### src/rtl/data_uploader_if.sv
// RAM read port of the data uploader.
//
// Handshake: the master pulses rd for exactly one clk cycle and holds addr
// constant from that cycle until the cycle in which the slave asserts
// rd_ack. din is only meaningful in the rd_ack cycle. At most one read is
// outstanding. The slave may take any latency of one cycle or more. An
// rd_ack while the master has no read outstanding is ignored.
// fetch_state exposes the master's prefetch FSM for observation.
interface data_uploader_if;
  logic        rd;
  logic [24:0] addr;
  logic [15:0] din;
  logic        rd_ack;
  logic [1:0]  fetch_state;

  modport master (
    output rd,
    output addr,
    output fetch_state,
    input  din,
    input  rd_ack
  );

  modport slave (
    input  rd,
    input  addr,
    input  fetch_state,
    output din,
    output rd_ack
  );
endinterface

### src/rtl/data_uploader.sv
// SPI responder that streams RAM words back to the IO controller.
// SPI lines are oversampled in the clk domain; a one-word prefetch buffer
// is filled over the request/acknowledge RAM port.
module data_uploader #(
  parameter logic [7:0]  CMD_FILE_RX     = 8'h56,
  parameter logic [7:0]  CMD_FILE_RX_DAT = 8'h57,
  parameter logic [24:0] MDV1_BASE       = 25'h380000,
  parameter logic [24:0] MDV2_BASE       = 25'h3C0000
) (
  input  logic            clk,
  input  logic            reset,
  input  logic            sck,
  input  logic            ss,
  input  logic            sdi,
  output logic            sdo,
  input  logic [4:0]      index,
  output logic            uploading,
  output logic            underrun,
  data_uploader_if.master ram
);

  // Prefetch buffer states. F_DROP is a read in flight whose data must be
  // thrown away (session stopped or restarted while it was pending).
  typedef enum logic [1:0] {
    F_EMPTY = 2'd0,
    F_PEND  = 2'd1,
    F_FULL  = 2'd2,
    F_DROP  = 2'd3
  } fetch_t;

  fetch_t      state;
  fetch_t      state_next;

  logic [2:0]  sck_sr;
  logic [1:0]  ss_sr;
  logic [1:0]  sdi_sr;
  logic        ss_sync;
  logic        sdi_sync;
  logic        spi_re;

  logic [4:0]  cnt;
  logic [7:0]  sbuf;
  logic [7:0]  cmd;
  logic [7:0]  cmd_next;
  logic [15:0] shreg;
  logic        sdo_q;
  logic [15:0] word_buf;
  logic [24:0] next_addr;
  logic [24:0] base_addr;
  logic [15:0] load_word;

  logic        start;
  logic        stop;
  logic        load;
  logic        shift;
  logic        rd_issue;
  logic        ack_take;
  logic        buf_full;

  // Two-flop synchronisers; sck keeps a third stage for edge detection.
  always_ff @(posedge clk) begin
    if (reset) begin
      sck_sr <= 3'b000;
      ss_sr  <= 2'b11;
      sdi_sr <= 2'b00;
    end else begin
      sck_sr <= {sck_sr[1:0], sck};
      ss_sr  <= {ss_sr[0], ss};
      sdi_sr <= {sdi_sr[0], sdi};
    end
  end

  assign ss_sync  = ss_sr[1];
  assign sdi_sync = sdi_sr[1];
  assign spi_re   = sck_sr[1] & ~sck_sr[2] & ~ss_sync;
  assign cmd_next = {sbuf[6:0], sdi_sync};

  assign start = spi_re && (cnt == 5'd15) && (cmd == CMD_FILE_RX) && sdi_sync;
  assign stop  = spi_re && (cnt == 5'd15) && (cmd == CMD_FILE_RX) && !sdi_sync;
  // Stop has priority over a word load in the same cycle.
  assign load  = uploading && !stop && spi_re &&
                 (((cnt == 5'd7) && (cmd_next == CMD_FILE_RX_DAT)) ||
                  ((cnt == 5'd23) && (cmd == CMD_FILE_RX_DAT)));
  assign shift = spi_re && (cmd == CMD_FILE_RX_DAT) &&
                 (cnt >= 5'd8) && (cnt <= 5'd22);

  assign load_word = buf_full ? word_buf : 16'hFFFF;

  // Menu index to image base address.
  always_comb begin
    base_addr = 25'd0;
    case (index)
      5'd1:    base_addr = MDV1_BASE;
      5'd2:    base_addr = MDV2_BASE;
      default: base_addr = 25'd0;
    endcase
  end

  // Prefetch FSM state register.
  always_ff @(posedge clk) begin
    if (reset) state <= F_EMPTY;
    else       state <= state_next;
  end

  // Prefetch FSM next state. An ack coinciding with a load still fills the
  // buffer; the load itself saw it empty.
  always_comb begin
    state_next = state;
    case (state)
      F_EMPTY: if (rd_issue) state_next = F_PEND;
      F_PEND: begin
        if (start || stop) state_next = ram.rd_ack ? F_EMPTY : F_DROP;
        else if (ram.rd_ack) state_next = F_FULL;
      end
      F_FULL:  if (start || load) state_next = F_EMPTY;
      F_DROP:  if (ram.rd_ack) state_next = F_EMPTY;
      default: state_next = F_EMPTY;
    endcase
  end

  // Prefetch FSM outputs: read strobe, accepted ack, buffer-full flag.
  always_comb begin
    rd_issue = 1'b0;
    ack_take = 1'b0;
    buf_full = 1'b0;
    case (state)
      F_EMPTY: rd_issue = uploading && !start && !stop;
      F_PEND:  ack_take = ram.rd_ack && !start && !stop;
      F_FULL:  buf_full = 1'b1;
      default: ;
    endcase
  end

  assign ram.rd          = rd_issue;
  assign ram.addr        = next_addr;
  assign ram.fetch_state = state;

  // Session control, read address, buffer data and sticky underrun flag.
  always_ff @(posedge clk) begin
    if (reset) begin
      uploading <= 1'b0;
      underrun  <= 1'b0;
      next_addr <= 25'd0;
      word_buf  <= 16'd0;
    end else begin
      if (start) begin
        uploading <= 1'b1;
        underrun  <= 1'b0;
        next_addr <= base_addr;
      end else begin
        if (stop) uploading <= 1'b0;
        if (ack_take) next_addr <= next_addr + 25'd1;
        if (load && !buf_full) underrun <= 1'b1;
      end
      if (ack_take) word_buf <= ram.din;
    end
  end

  // SPI bit counter, command capture and output shift register.
  always_ff @(posedge clk) begin
    if (reset) begin
      cnt   <= 5'd0;
      sbuf  <= 8'd0;
      cmd   <= 8'd0;
      shreg <= 16'd0;
      sdo_q <= 1'b0;
    end else if (ss_sync) begin
      cnt   <= 5'd0;
      sdo_q <= 1'b0;
    end else if (spi_re) begin
      sbuf <= cmd_next;
      cnt  <= (cnt == 5'd23) ? 5'd8 : cnt + 5'd1;
      if (cnt == 5'd7) cmd <= cmd_next;
      if (load) begin
        shreg <= load_word;
        sdo_q <= load_word[15];
      end else if (shift) begin
        shreg <= {shreg[14:0], 1'b0};
        sdo_q <= shreg[14];
      end
    end
  end

  assign sdo = sdo_q && uploading && (cmd == CMD_FILE_RX_DAT);

endmodule

### src/flat_wrapper.sv
// flat-port wrapper written by rule: the top's interface ports become plain ports
module data_uploader_flat 
#(
  parameter logic [7:0]  CMD_FILE_RX     = 8'h56,
  parameter logic [7:0]  CMD_FILE_RX_DAT = 8'h57,
  parameter logic [24:0] MDV1_BASE       = 25'h380000,
  parameter logic [24:0] MDV2_BASE       = 25'h3C0000
)
  (clk, reset, sck, ss, sdi, sdo, index, uploading, underrun, ram_rd, ram_addr, ram_fetch_state, ram_din, ram_rd_ack);
  data_uploader_if ram_i ();
  input  logic clk;
  input  logic reset;
  input  logic sck;
  input  logic ss;
  input  logic sdi;
  output logic sdo;
  input  logic [4:0] index;
  output logic uploading;
  output logic underrun;
  output wire logic [$bits(ram_i.rd)-1:0] ram_rd;
  output wire logic [$bits(ram_i.addr)-1:0] ram_addr;
  output wire logic [$bits(ram_i.fetch_state)-1:0] ram_fetch_state;
  input wire logic [$bits(ram_i.din)-1:0] ram_din;
  input wire logic [$bits(ram_i.rd_ack)-1:0] ram_rd_ack;
  assign ram_rd = ram_i.rd;
  assign ram_addr = ram_i.addr;
  assign ram_fetch_state = ram_i.fetch_state;
  assign ram_i.din = ram_din;
  assign ram_i.rd_ack = ram_rd_ack;
  data_uploader #(.CMD_FILE_RX(CMD_FILE_RX), .CMD_FILE_RX_DAT(CMD_FILE_RX_DAT), .MDV1_BASE(MDV1_BASE), .MDV2_BASE(MDV2_BASE)) u_core (.clk(clk), .reset(reset), .sck(sck), .ss(ss), .sdi(sdi), .sdo(sdo), .index(index), .uploading(uploading), .underrun(underrun), .ram(ram_i));
endmodule
### config.mk
export PLATFORM = sky130hd
export DESIGN_NAME = data_uploader_flat
export DESIGN_NICKNAME = d
export VERILOG_FILES = /design/src/rtl/data_uploader_if.sv /design/src/rtl/data_uploader.sv /design/src/flat_wrapper.sv
export SDC_FILE = /design/constraint.sdc
export NUM_CORES = 1
export LEC_CHECK = 0
export ABC_AREA = 1
export BUFFER_PORTS_ARGS = -buffer_cell sky130_fd_sc_hd__buf_2
export CORE_AREA = 2 2 94 96
export CTS_BUF_LIST = sky130_fd_sc_hd__clkbuf_4 sky130_fd_sc_hd__clkbuf_8
export CTS_CLUSTER_DIAMETER = 200
export CTS_CLUSTER_SIZE = 16
export DETAILED_ROUTE_END_ITERATION = 16
export DIE_AREA = 0 0 96 98
export PLACE_DENSITY = 0.78
export SLEW_MARGIN = 20
export SYNTH_ARGS = -nofsm -noshare
export SYNTH_HDL_FRONTEND = slang
export SYNTH_SLANG_ARGS = --single-unit
### constraint.sdc
create_clock -name clk -period 1.96 [get_ports clk]
set_input_delay 0.098 -clock clk [delete_from_list [all_inputs] [get_ports clk]]
set_output_delay 0.098 -clock clk [all_outputs]
set_load 0.02 [all_outputs]
==> results <==
- The main combinational cell family by area after synthesis is simple AND/OR/NAND/NOR gates.
- For the worst setup path, the data required time is 1.86 ns.
- The routed wire length is 10800 um.
- The type of the worst min-delay path is input port to register.
- The startpoint of the tightest hold check path is ram_din[11].
- The residual DRC count is 0.
- The number of antenna violations at the first check in global routing was 0.
- For this run, the top clock speed supported by timing is 0.527 GHz.
- In the routed layout, each cell is associated on average with a via count of 5.30.
- The number of hold-slack violations in the final timing report is 0.
- The post-route worst setup slack is 0.0619 ns.
- The smallest clock period supported by the final layout is computed as 1.90 ns.
- The number of global-route vias before repair is 4084.
- The mean routed wirelength per cell is 13.0 um.
- The count of fill cells added during filler insertion is 751.
- The number of different library cells used by synthesis comes to 35.
- The cell area after synthesis is 4400 sq um.
- The total grt overflow is 0.
- Net switching is 30.2% of the power.
- Cells fill 62.5% of the core in the end.
- The sequential-to-total area share from yosys stat is 40.0%.
- The primary flip-flop cell chosen by synthesis mapping is dfxtp_1.
- The max-capacitance violation count is 0.
- For this configuration, the core starts out at a cell density of 52.0%.
- The initialized floorplan defines 34 standard-cell rows.
- The total I/O pin count is 58.
- The half-perimeter wire length after detailed placement is 7390 um.
- Buffers inserted during clock tree synthesis total 9.
- The post-synthesis share of cell area spent on xor and xnor gates is 0.995%.
- The endpoint class of the critical path is an output port.
- Along the worst path, the maximum fanout reaches 4.
- Across the routed clock network, the largest skew measured is 0.0133 ns.
- The power density normalized to cell area is 703 nW/um^2.
- The area of the core is 8470 sq um.
- Along the worst hold path, the cell count comes to 3.
- The number of nets in the synthesized netlist is 676.
- The tree is rooted in a clkbuf_8.
- The design area is 5300 sq um.
- STA classifies the critical path startpoint as a register.
- The internal power of the cells totals 2.60 mW.
- Sorting the synthesized cells by area gives the leading types as dfxtp_1, nand2_1, nor2_1.
- Combinational cells account for 16.0% of the total power.
- The antenna diode count is 0.
- The clock network power share is 31.0%.
- The synthesized netlist devotes 13.9% of its cell area to compound gates.
- The final-layout setup total negative slack is 0 ns.
- The first-pass GRT wire length is 17400 um.
- Detailed routing inserted a total of 4420 vias.
- The cell type contributing the most total cell area after synthesis is dfxtp_1.
- Measured along the x axis, the die boundary spans 96 um.
- Setup repair after global routing could not meet its margin everywhere.
- The maximum root-to-sink buffer count is 2.
- Port buffering added 57 buffers.
- The worst ir drop on vdd is 0.372 mV.
- Measured against its own limit, the worst slew margin works out to 54.5%.
- The maximum number of pins on one net before global-route repair is 48.
- The worst min-delay path endpoint is u_core.word_buf[11].
- The max-slew violation count is 0.
- TritonCTS built the clock tree.
- The CTS sink count is 88.
- The register-to-register path setup slack is 0.07 ns.
- The number of instances in the synthesized netlist is 645.
- The area share of the largest cell type after synthesis is 40.0%.
- The die area is 9410 sq um.
- Setup violations remaining at the end of the flow were counted as 0.
- The class of the most critical setup path is register to output port.
- The power spent charging and discharging nets is 1.12 mW.
- For this run, the detailed router's first-pass iteration total came to 6.
- Yosys printed 0 warnings.
- The flow ran to the end, and the final reports show no timing, DRC or antenna violations.
- The total chip power is 3.72 mW.
- The power share of the sequential group is 53.0%.
- The clock transition time at the flip-flop clock pins of the worst setup and hold paths is 0.08 ns.
- The die is 98 um tall.
- A synthesized cell averages 6.83 sq um.
- The mux share of post-synthesis cell area is 0%.
- The deepest level of the CTS H-tree is 3.
- The synthesized netlist devotes 33.4% of its cell area to simple gates.
- The final antenna-violating net count is 0.
- At the placement stage, the worst setup path has a slack of -0.0480 ns.
- The worst flop-to-flop path startpoint is u_core.cnt[0].
- Global routing consumed, over all layers together, 22.8% of the routing resources.
- In this run the critical register-to-register path is captured at u_core.ram.addr[20].
- The number of flops mapped to enable cells by yosys is 0.
- The fraction of registers with async set/reset is 0%.
- The net count reported at finish is 752.
- From synthesis to final layout, the design area changed by 20.3%.
- The worst-margin pin slew is 0.676 ns.
- The ratio of cells with drive above 1 in the final layout is 20.0%.
- After the first detailed-routing iteration, the DRC count stood at 324.
- The number of storage elements in the synthesis netlist is 88.
- At the later pin of the worst-skew pair, clock insertion delay measures 0.35 ns.
- At the end of routability-driven placement, the weighted congestion stood at 0.914.
- After Yosys synthesis, full adders, half adders and majority gates account for 1.14% of the synthesized area.
- Measured in cells, the most critical reg-to-reg path has a length of 12.
- After layout, the worst path uses 96.8% of the clock period.
- The data arrival time at the worst-slack endpoint is 1.80 ns.
- For this design the static power due to leakage is 2.24 nW.
- Summing all placed instances gives a cell area of 4810 sq um.
## stage by stage
| stage | hold WS (ns) | cells |
|---|---|---|
| after CTS | 0.00192 | 831 |
| after floorplan | 0.202 | 645 |
| after detailed placement | 0.291 | 800 |
| after global routing | 0.0275 | 834 |
| after global placement | 0.281 | 800 |
| final | 0.00963 | 834 |
## layout by cell type (no fill, tap or decap), drive strengths merged, types with 11 or more instances in the layout
cell,count
nand2,126
dfxtp,88
buf,76
nor2,120
clkbuf,11
o21ai,42
inv,92
o211ai,16
a21oi,38
nand3,59
## cell usage after synthesis (2+ instances only)
master,instances
nand3_2,2
ha_1,4
nand2_4,4
nand2_2,5
nor2_1,111
inv_1,84
o21ai_0,40
inv_2,7
nor3_1,9
buf_6,3
nand2_1,117
nand3_1,56
o211ai_1,16
a21oi_1,38
nor2_4,6
nor2_2,3
buf_4,3
a31oi_1,2
o21ai_1,2
dfxtp_1,88
clkbuf_1,10
nand4_1,6
a211oi_1,5
xor2_1,5
buf_2,6
or2_2,4
## sequential cells by signal, summed over array words and instances, names as in the netlist, 3 cells and up
| signal | flops |
|---|---|
| u_core.sck_sr | 3 |
| u_core.shreg | 15 |
| u_core.sbuf | 7 |
| u_core.ram.addr | 25 |
| u_core.cnt | 5 |
| u_core.word_buf | 16 |
| u_core.cmd | 8 |
## metal layers
layer  vias up  wire, um  track usage [%]  part of all wire (%)
li1       2221         -                -                     -
met3        21       658             3.70                   6.1
met5         -         0                0                     0
met1      2021      4440             28.3                    41
met4         0       254             8.24                   2.3
met2       157      5480             39.3                    51
## how the worst max path moves through the flow
| stage | from | to |
|---|---|---|
| 2_1_floorplan | u_core.cnt[1] | u_core.ram.addr[4] |
| 3_3_place_gp | u_core.cnt[1] | u_core.ram.fetch_state[1] |
| 3_5_place_dp | u_core.cnt[1] | u_core.ram.fetch_state[1] |
| 4_1_cts | u_core.cnt[0] | u_core.ram.fetch_state[1] |
| 5_1_grt | u_core.cnt[0] | u_core.ram.fetch_state[1] |
| 6_report | u_core.cnt[0] | ram_rd |
## worst max-delay path, stage by stage, from the launching register on
cell     delay, ns
dfxtp_4       0.37
ha_4          0.14
nand2_2       0.06
nor2_2        0.10
ha_2          0.19
nand3_2       0.09
nor2_4        0.14
nand2_4       0.09
nand2_4       0.08
nor2_2        0.06
buf_6         0.13
## logic make-up (layout without fill, tap and decap cells)
| logic type | count (synthesis) | count (layout) |
|---|---|---|
| fa+ha+maj | 4 | 4 |
| flops | 88 | 88 |
| xor+xnor | 5 | 5 |
| compound gates | 107 | 107 |
| buf+inv | 113 | 194 |
| simple gates | 328 | 328 |
## final cells by class
cell class	instances	area [sq um]	share of cell area, %
Multi-Input combinational cell	444	2270	43.0
Timing Repair Buffer	87	592	11.2
Inverter	91	344	6.50
Clock inverter	6	43.8	0.827
Sequential cell	88	1770	33.4
Tap cell	108	135	2.55
Clock buffer	10	138	2.60
## power by group through the flow
stage | Clock [mW] | Sequential (mW) | Combinational [mW]
after floorplan | 0 | 2.03 | 0.352
after global placement | 0 | 2.01 | 0.529
after detailed placement | 0 | 2.01 | 0.553
after CTS | 1.18 | 1.97 | 0.577
after global routing | 1.25 | 1.99 | 0.669
final | 1.15 | 1.97 | 0.598
## repair_timing
| item | 4_1_cts | 5_1_grt |
|---|---|---|
| setup buffers | 5 | 2 |
| hold endpoints to repair | 10 | 0 |
| gates resized for setup | 14 | 21 |
| endpoints found under the setup margin | 13 | 52 |
| pin swaps | 4 | 4 |
| gates cloned | 0 | 1 |
| hold buffers | 10 | 0 |
(Power assumes the default switching activity.)
